**config.mk**
```make
export PLATFORM = sky130hd
export DESIGN_NAME = banked_frame_mem_flat
export DESIGN_NICKNAME = d
export VERILOG_FILES = /design/src/rtl/banked_frame_mem_if.sv /design/src/rtl/banked_frame_mem.sv /design/src/flat_wrapper.sv
export SDC_FILE = /design/constraint.sdc
export NUM_CORES = 2
export LEC_CHECK = 0
export CORE_MARGIN = 1.5
export CORE_UTILIZATION = 30
export DETAILED_ROUTE_END_ITERATION = 8
export SLEW_MARGIN = 10
export SYNTH_ARGS = -nofsm -noshare
export SYNTH_HDL_FRONTEND = slang
export SYNTH_SLANG_ARGS = --single-unit
```
**constraint.sdc**
```tcl
create_clock -name clk -period 3.4 [get_ports clk]
set_input_delay 0.51 -clock clk [delete_from_list [all_inputs] [get_ports clk]]
set_output_delay 0.51 -clock clk [all_outputs]
set_load 0.005 [all_outputs]
```
**src/rtl/banked_frame_mem_if.sv**
```systemverilog
// banked_frame_mem_if: write/read/swap/clear bus between a frame producer-consumer and banked_frame_mem
// master: drives wr_*, rd_en/rd_addr, swap_req, clear_req; slave: drives rd_data/rd_valid/rd_err, swap_ack, busy, wr_bank/rd_bank
interface banked_frame_mem_if #(
  parameter int DATA_WIDTH = 32,
  parameter int ADDR_WIDTH = 4,
  parameter int NUM_BANKS  = 2
);
  localparam int BANK_W = $clog2(NUM_BANKS);
  logic                    wr_en;
  logic [ADDR_WIDTH-1:0]   wr_addr;
  logic [DATA_WIDTH-1:0]   wr_data;
  logic [DATA_WIDTH/8-1:0] wr_be;
  logic                    rd_en;
  logic [ADDR_WIDTH-1:0]   rd_addr;
  logic [DATA_WIDTH-1:0]   rd_data;
  logic                    rd_valid;
  logic                    rd_err;
  logic                    swap_req;
  logic                    swap_ack;
  logic                    clear_req;
  logic                    busy;
  logic [BANK_W-1:0]       wr_bank;
  logic [BANK_W-1:0]       rd_bank;
  modport master (
    output wr_en, wr_addr, wr_data, wr_be, rd_en, rd_addr, swap_req, clear_req,
    input  rd_data, rd_valid, rd_err, swap_ack, busy, wr_bank, rd_bank
  );
  modport slave (
    input  wr_en, wr_addr, wr_data, wr_be, rd_en, rd_addr, swap_req, clear_req,
    output rd_data, rd_valid, rd_err, swap_ack, busy, wr_bank, rd_bank
  );
endinterface

```
**src/rtl/banked_frame_mem.sv**
```systemverilog
// banked_frame_mem: multi-bank frame buffer, write bank / read bank swap, clear sweep, optional byte parity
// Ports: clk, reset (sync, active-high), fm (banked_frame_mem_if.slave).
// Define FRAME_MEM_PARITY_EN to store one even-parity bit per byte and flag rd_err on mismatch.
module banked_frame_mem #(
  parameter int DATA_WIDTH = 32,
  parameter int ADDR_WIDTH = 4,
  parameter int MEM_DEPTH  = 1 << ADDR_WIDTH,
  parameter int NUM_BANKS  = 2
) (
  input  logic                 clk,
  input  logic                 reset,
  banked_frame_mem_if.slave    fm
);
  localparam int BANK_W = $clog2(NUM_BANKS);
  localparam int NB     = DATA_WIDTH / 8;
  typedef enum logic {IDLE, CLEAR} state_t;
  state_t                state_q, state_d;
  logic [ADDR_WIDTH-1:0] clr_addr_q, clr_addr_d;
  logic [BANK_W-1:0]     wr_bank_q, rd_bank;
  logic [DATA_WIDTH-1:0] mem_q [NUM_BANKS][MEM_DEPTH];
  logic [DATA_WIDTH-1:0] rd_data_q, rd_word;
  logic                  rd_valid_q, swap_ack_q, busy, wr_in, rd_in, wr_ok, rd_ok, swap_ok, last;
  assign busy    = state_q == CLEAR;
  assign rd_bank = wr_bank_q - BANK_W'(1);
  assign last    = clr_addr_q == ADDR_WIDTH'(MEM_DEPTH - 1);
  // Range checks only exist when the bank is shallower than the address space.
  if (MEM_DEPTH < (1 << ADDR_WIDTH)) begin : g_part
    assign wr_in = fm.wr_addr < ADDR_WIDTH'(MEM_DEPTH);
    assign rd_in = fm.rd_addr < ADDR_WIDTH'(MEM_DEPTH);
  end else begin : g_full
    assign wr_in = 1'b1;
    assign rd_in = 1'b1;
  end
  assign wr_ok   = fm.wr_en && !busy && wr_in && !reset;
  assign rd_ok   = fm.rd_en && !busy;
  assign swap_ok = fm.swap_req && !busy;
  assign rd_word = rd_in ? mem_q[rd_bank][fm.rd_addr] : '0;
  always_comb begin
    state_d    = busy ? (last ? IDLE : CLEAR) : (fm.clear_req ? CLEAR : IDLE);
    clr_addr_d = busy ? clr_addr_q + 1'b1 : '0;
  end
  always_ff @(posedge clk) begin
    if (reset) begin
      state_q    <= CLEAR;
      clr_addr_q <= '0;
      wr_bank_q  <= '0;
      rd_valid_q <= 1'b0;
      rd_data_q  <= '0;
      swap_ack_q <= 1'b0;
    end else begin
      state_q    <= state_d;
      clr_addr_q <= clr_addr_d;
      rd_valid_q <= rd_ok;
      swap_ack_q <= swap_ok;
      if (swap_ok) wr_bank_q <= wr_bank_q + 1'b1;
      if (rd_ok) rd_data_q <= rd_word;
    end
  end
  // Clear sweep and writes are mutually exclusive: writes are gated by busy.
  always_ff @(posedge clk) begin
    for (int b = 0; b < NUM_BANKS; b++)
      if (busy) mem_q[b][clr_addr_q] <= '0;
    for (int k = 0; k < NB; k++)
      if (wr_ok && fm.wr_be[k]) mem_q[wr_bank_q][fm.wr_addr][8*k +: 8] <= fm.wr_data[8*k +: 8];
  end
`ifdef FRAME_MEM_PARITY_EN
  logic [NB-1:0] par_q [NUM_BANKS][MEM_DEPTH];
  logic [NB-1:0] wr_par, rd_par;
  logic          rd_err_q;
  for (genvar k = 0; k < NB; k++) begin : g_par
    assign wr_par[k] = ^fm.wr_data[8*k +: 8];
    assign rd_par[k] = ^rd_word[8*k +: 8];
  end
  always_ff @(posedge clk) begin
    for (int b = 0; b < NUM_BANKS; b++)
      if (busy) par_q[b][clr_addr_q] <= '0;
    for (int k = 0; k < NB; k++)
      if (wr_ok && fm.wr_be[k]) par_q[wr_bank_q][fm.wr_addr][k] <= wr_par[k];
  end
  always_ff @(posedge clk) begin
    if (reset) rd_err_q <= 1'b0;
    else rd_err_q <= rd_ok && rd_in && (rd_par != par_q[rd_bank][fm.rd_addr]);
  end
  assign fm.rd_err = rd_err_q;
`else
  assign fm.rd_err = 1'b0;
`endif
  assign fm.rd_data  = rd_data_q;
  assign fm.rd_valid = rd_valid_q;
  assign fm.swap_ack = swap_ack_q;
  assign fm.busy     = busy;
  assign fm.wr_bank  = wr_bank_q;
  assign fm.rd_bank  = rd_bank;
endmodule

```
**src/flat_wrapper.sv**
```systemverilog
// flat-port wrapper written by rule: the top's interface ports become plain ports
module banked_frame_mem_flat 
#(
  parameter int DATA_WIDTH = 32,
  parameter int ADDR_WIDTH = 4,
  parameter int MEM_DEPTH  = 1 << ADDR_WIDTH,
  parameter int NUM_BANKS  = 2
)
  (clk, reset, fm_wr_en, fm_wr_addr, fm_wr_data, fm_wr_be, fm_rd_en, fm_rd_addr, fm_swap_req, fm_clear_req, fm_rd_data, fm_rd_valid, fm_rd_err, fm_swap_ack, fm_busy, fm_wr_bank, fm_rd_bank);
  banked_frame_mem_if #(.DATA_WIDTH(DATA_WIDTH), .ADDR_WIDTH(ADDR_WIDTH), .NUM_BANKS(NUM_BANKS)) fm_i ();
  input  logic clk;
  input  logic reset;
  input wire logic [$bits(fm_i.wr_en)-1:0] fm_wr_en;
  input wire logic [$bits(fm_i.wr_addr)-1:0] fm_wr_addr;
  input wire logic [$bits(fm_i.wr_data)-1:0] fm_wr_data;
  input wire logic [$bits(fm_i.wr_be)-1:0] fm_wr_be;
  input wire logic [$bits(fm_i.rd_en)-1:0] fm_rd_en;
  input wire logic [$bits(fm_i.rd_addr)-1:0] fm_rd_addr;
  input wire logic [$bits(fm_i.swap_req)-1:0] fm_swap_req;
  input wire logic [$bits(fm_i.clear_req)-1:0] fm_clear_req;
  output wire logic [$bits(fm_i.rd_data)-1:0] fm_rd_data;
  output wire logic [$bits(fm_i.rd_valid)-1:0] fm_rd_valid;
  output wire logic [$bits(fm_i.rd_err)-1:0] fm_rd_err;
  output wire logic [$bits(fm_i.swap_ack)-1:0] fm_swap_ack;
  output wire logic [$bits(fm_i.busy)-1:0] fm_busy;
  output wire logic [$bits(fm_i.wr_bank)-1:0] fm_wr_bank;
  output wire logic [$bits(fm_i.rd_bank)-1:0] fm_rd_bank;
  assign fm_i.wr_en = fm_wr_en;
  assign fm_i.wr_addr = fm_wr_addr;
  assign fm_i.wr_data = fm_wr_data;
  assign fm_i.wr_be = fm_wr_be;
  assign fm_i.rd_en = fm_rd_en;
  assign fm_i.rd_addr = fm_rd_addr;
  assign fm_i.swap_req = fm_swap_req;
  assign fm_i.clear_req = fm_clear_req;
  assign fm_rd_data = fm_i.rd_data;
  assign fm_rd_valid = fm_i.rd_valid;
  assign fm_rd_err = fm_i.rd_err;
  assign fm_swap_ack = fm_i.swap_ack;
  assign fm_busy = fm_i.busy;
  assign fm_wr_bank = fm_i.wr_bank;
  assign fm_rd_bank = fm_i.rd_bank;
  banked_frame_mem #(.DATA_WIDTH(DATA_WIDTH), .ADDR_WIDTH(ADDR_WIDTH), .MEM_DEPTH(MEM_DEPTH), .NUM_BANKS(NUM_BANKS)) u_core (.clk(clk), .reset(reset), .fm(fm_i));
endmodule
```
==> summary.txt <==
Run status
  – Result of the run: finished, final reports clean

Power and ir drop
  – Leak: 18.8 nW
  – VDD IR max: 405 µV
  – Ratio of total power to cell area: 481 nW/µm²

Drt
  – WL final: 140000 µm
  – Pre-antenna DRT Iters: 5
  – Total number of vias: 30200
  – DRC violation count after routing: 0
  – Drt via density: 4.90
  – Antenna Nets Post-Route: 0
  – Starting DRT DRC Count: 2983
  – Average detailed-routed wire length per instance: 22.8 µm

Global routing
  – Combined global-route utilization of all metal layers: 16.4%
  – Initial antenna violation count: 10
  – Global-route wire length before repair: 202000 µm
  – Via count of the first global-routing pass: 29700
  – Pin count of the biggest net entering global routing: 109
  – Leftover overflow at the end of global routing: 0

Synthesis
  – Average instance area after synthesis: 13.3 µm²
  – Syn. warnings: 0
  – Number of instances in the synthesized netlist: 3703
  – Synth unique cells: 30
  – Seq/Total Area, Yosys: 64.2%
  – Synthesis-stage register bit count: 1064
  – Number of nets produced by synthesis: 3757
  – Netlist Area Pre-Place: 49200 µm²

Flow run
  – Count of maximum capacitance violations: 0

Timing
  – Hold Fails Final Rpt: 0
  – Tightest Pin Transition: 1.07 ns
  – Hold slack: 0.428 ns
  – RSZ-0062 raised after global routing: false
  – Count of final max-slew check failures: 0
  – Setup TNS: 0 ns
  – Maximum clock skew at final layout: 0.0367 ns
  – Achievable frequency: 351 MHz
  – Final clock period utilization by the worst path: 83.7%
  – Final setup violation count: 0
  – Tmin final: 2.85 ns
  – Worst slew margin relative to its limit: 28.4%

Worst hold path
  – Path class of the lowest-slack min-delay path: input port to flop
  – Min-Delay Path Depth: 3
  – Start point of the worst min-delay path: fm_clear_req

Worst setup path
  – CP max FO: 14
  – Kind of end point of the critical path: primary output
  – Data required time at the worst endpoint: 2.89 ns
  – Arrival time of the worst setup path: 2.34 ns
  – Reg2Reg Depth: 7
  – Startpoint-to-endpoint class of the critical path: flop to primary output
  – Startpoint Class: flop
  – Launching element of the worst setup path: u_core.fm.busy
  – Reg-to-reg critical path startpoint: u_core.fm.wr_bank

Clock tree
  – Number of buffers on the longest clock path: 3
  – H-tree depth: 3
  – Number of buffers inserted to repair setup after CTS: 0
  – Worst-skew pair later-pin latency: 0.72 ns
  – Sinks on the clock net: 1064
  – Total clock buffers created by CTS: 112
  – Clock edge transition at the registers on the reported setup and hold paths: 0.06 ns
  – Cell at the root of the clock tree: clkbuf_16
  – Post-cts repair resize count: 0
  – Total of hold buffers inserted after clock tree synthesis: 0
  – TritonCTS clock tree: done

Floorplan
  – Core ar.: 163000 µm²
  – Number of rows in the core area: 148
  – I/O pins: 88
  – Starting density of the core: 30.2%
  – Die extent in y: 408 µm
  – Horizontal die dimension: 408 µm
  – Die area: 166000 µm²

Final layout
  – Post-route core utilization: 35.2%
  – Area added between synthesis and finish: 16.5%
  – Nets: 3938
  – Share of post-route cells with drive strength above 1: 11.0%

Place
  – Placer congestion estimate: 0.819
  – HPWL after detailed placement: 89000 µm
  – PortBufs: 86
-- state kept, by name (all words and copies together) (netlist names) --
register / count
u_core.fm.busy: 1
u_core.fm.wr_bank: 1
u_core.fm.rd_data: 32
u_core.fm.swap_ack: 1
u_core.mem_q: 1024
u_core.fm.rd_valid: 1
u_core.clr_addr_q: 4
-- worst max-delay path, cell delays in order (launching register included) --
cell and delay [ns]:
dfxtp_1 0.80, buf_4 0.31, clkdlybuf4s50_1 0.52
-- area by class of cell --
type / count / area [µm²]
Fill cell: 15600 / 105000
Timing Repair Buffer: 345 / 3100
Clock inverter: 56 / 420
Sequential cell: 1064 / 31600
Clock buffer: 155 / 3130
Tap cell: 2175 / 2720
Inverter: 4 / 15.0
Multi-Input combinational cell: 2357 / 16300
Antenna cell: 8 / 20.0
-- cell families (layout without fill, tap and decap cells) --
kind of cell,after synthesis,in the layout,synth area share (%)
simple gates,1292,1292,15.5
xor+xnor,3,3,0.0535
fa+ha+maj,4,4,0.102
mux,512,512,10.4
other cells,1,9,0.00763
buf+inv,282,560,2.74
flops,1064,1064,64.2
compound gates,545,545,7.01
-- worst paths after layout --
kind                                end  slack, ns
hold reg to reg    u_core.clr_addr_q[0]       0.49
hold / removal           u_core.fm.busy       0.43
setup / recovery                fm_busy       0.55
setup reg to reg  u_core.fm.rd_data[30]       0.56
-- power by group --
part	leakage [nW]	internal [W]	switching (W)
clock network	1.75	0.00672	0.00516
registers	9.99	0.0144	0.0000593
logic	7.04	0.000301	0.000831
total	18.8	0.0215	0.00605
-- stage by stage --
stage                     cells  power (W)  cell area [µm²]  setup slack [ns]
final                      6164     0.0275            57300             0.554
after CTS                  6156     0.0277            57300             0.546
after global placement     5945     0.0159            53700             0.294
after floorplan            3703     0.0153            49200             0.943
after global routing       6156     0.0282            57300             0.473
after detailed placement   5945     0.0159            53700             0.290
-- cells in the mapped netlist, drive strengths merged --
master  instances  area [µm²]
nand4b          2        17.5
nor2b          11        68.8
a21oi         128         641
edfxtp       1024       30700
ha              4        50.1
buf            67         527
o21ai         129         646
inv             4        15.0
or4            32         240
and2         1026        6420
xor2            1        8.76
nand4           2        12.5
mux2i         512        5120
a22oi         256        1920
xnor2           2        17.5
conb            1        3.75
nand3          16        80.1
or2             1        6.26
clkbuf        211         807
nor2          173         649
nand2          24        90.1
and3            1        6.26
nand2b          4        25.0
a211oi         32         240
dfxtp          40         801
-- metal layers --
metal | global-route usage (%) | vias to the layer above | share of wire, % | wire length [µm]
li1 | - | 13900 | - | -
met1 | 22.7 | 15200 | 44 | 61600
met2 | 26.0 | 1000 | 46 | 64900
met3 | 2.83 | 200 | 6.9 | 9710
met4 | 5.48 | 2 | 3.0 | 4220
met5 | 0 | - | 0.013 | 18
-- cell usage in the layout (no fill, tap or decap), types with 23 or more instances in the layout --
cell	n
clkbuf_16	114
and2_1	1025
nor2_1	172
clkinv_2	23
a211oi_1	32
dfxtp_1	39
clkdlybuf4s50_1	82
o21ai_0	129
or4_1	32
clkbuf_1	29
nand2_1	23
a21oi_1	128
a22oi_1	256
edfxtp_1	1024
buf_12	25
buf_4	234
mux2i_1	512
(Power assumes the default switching activity.)
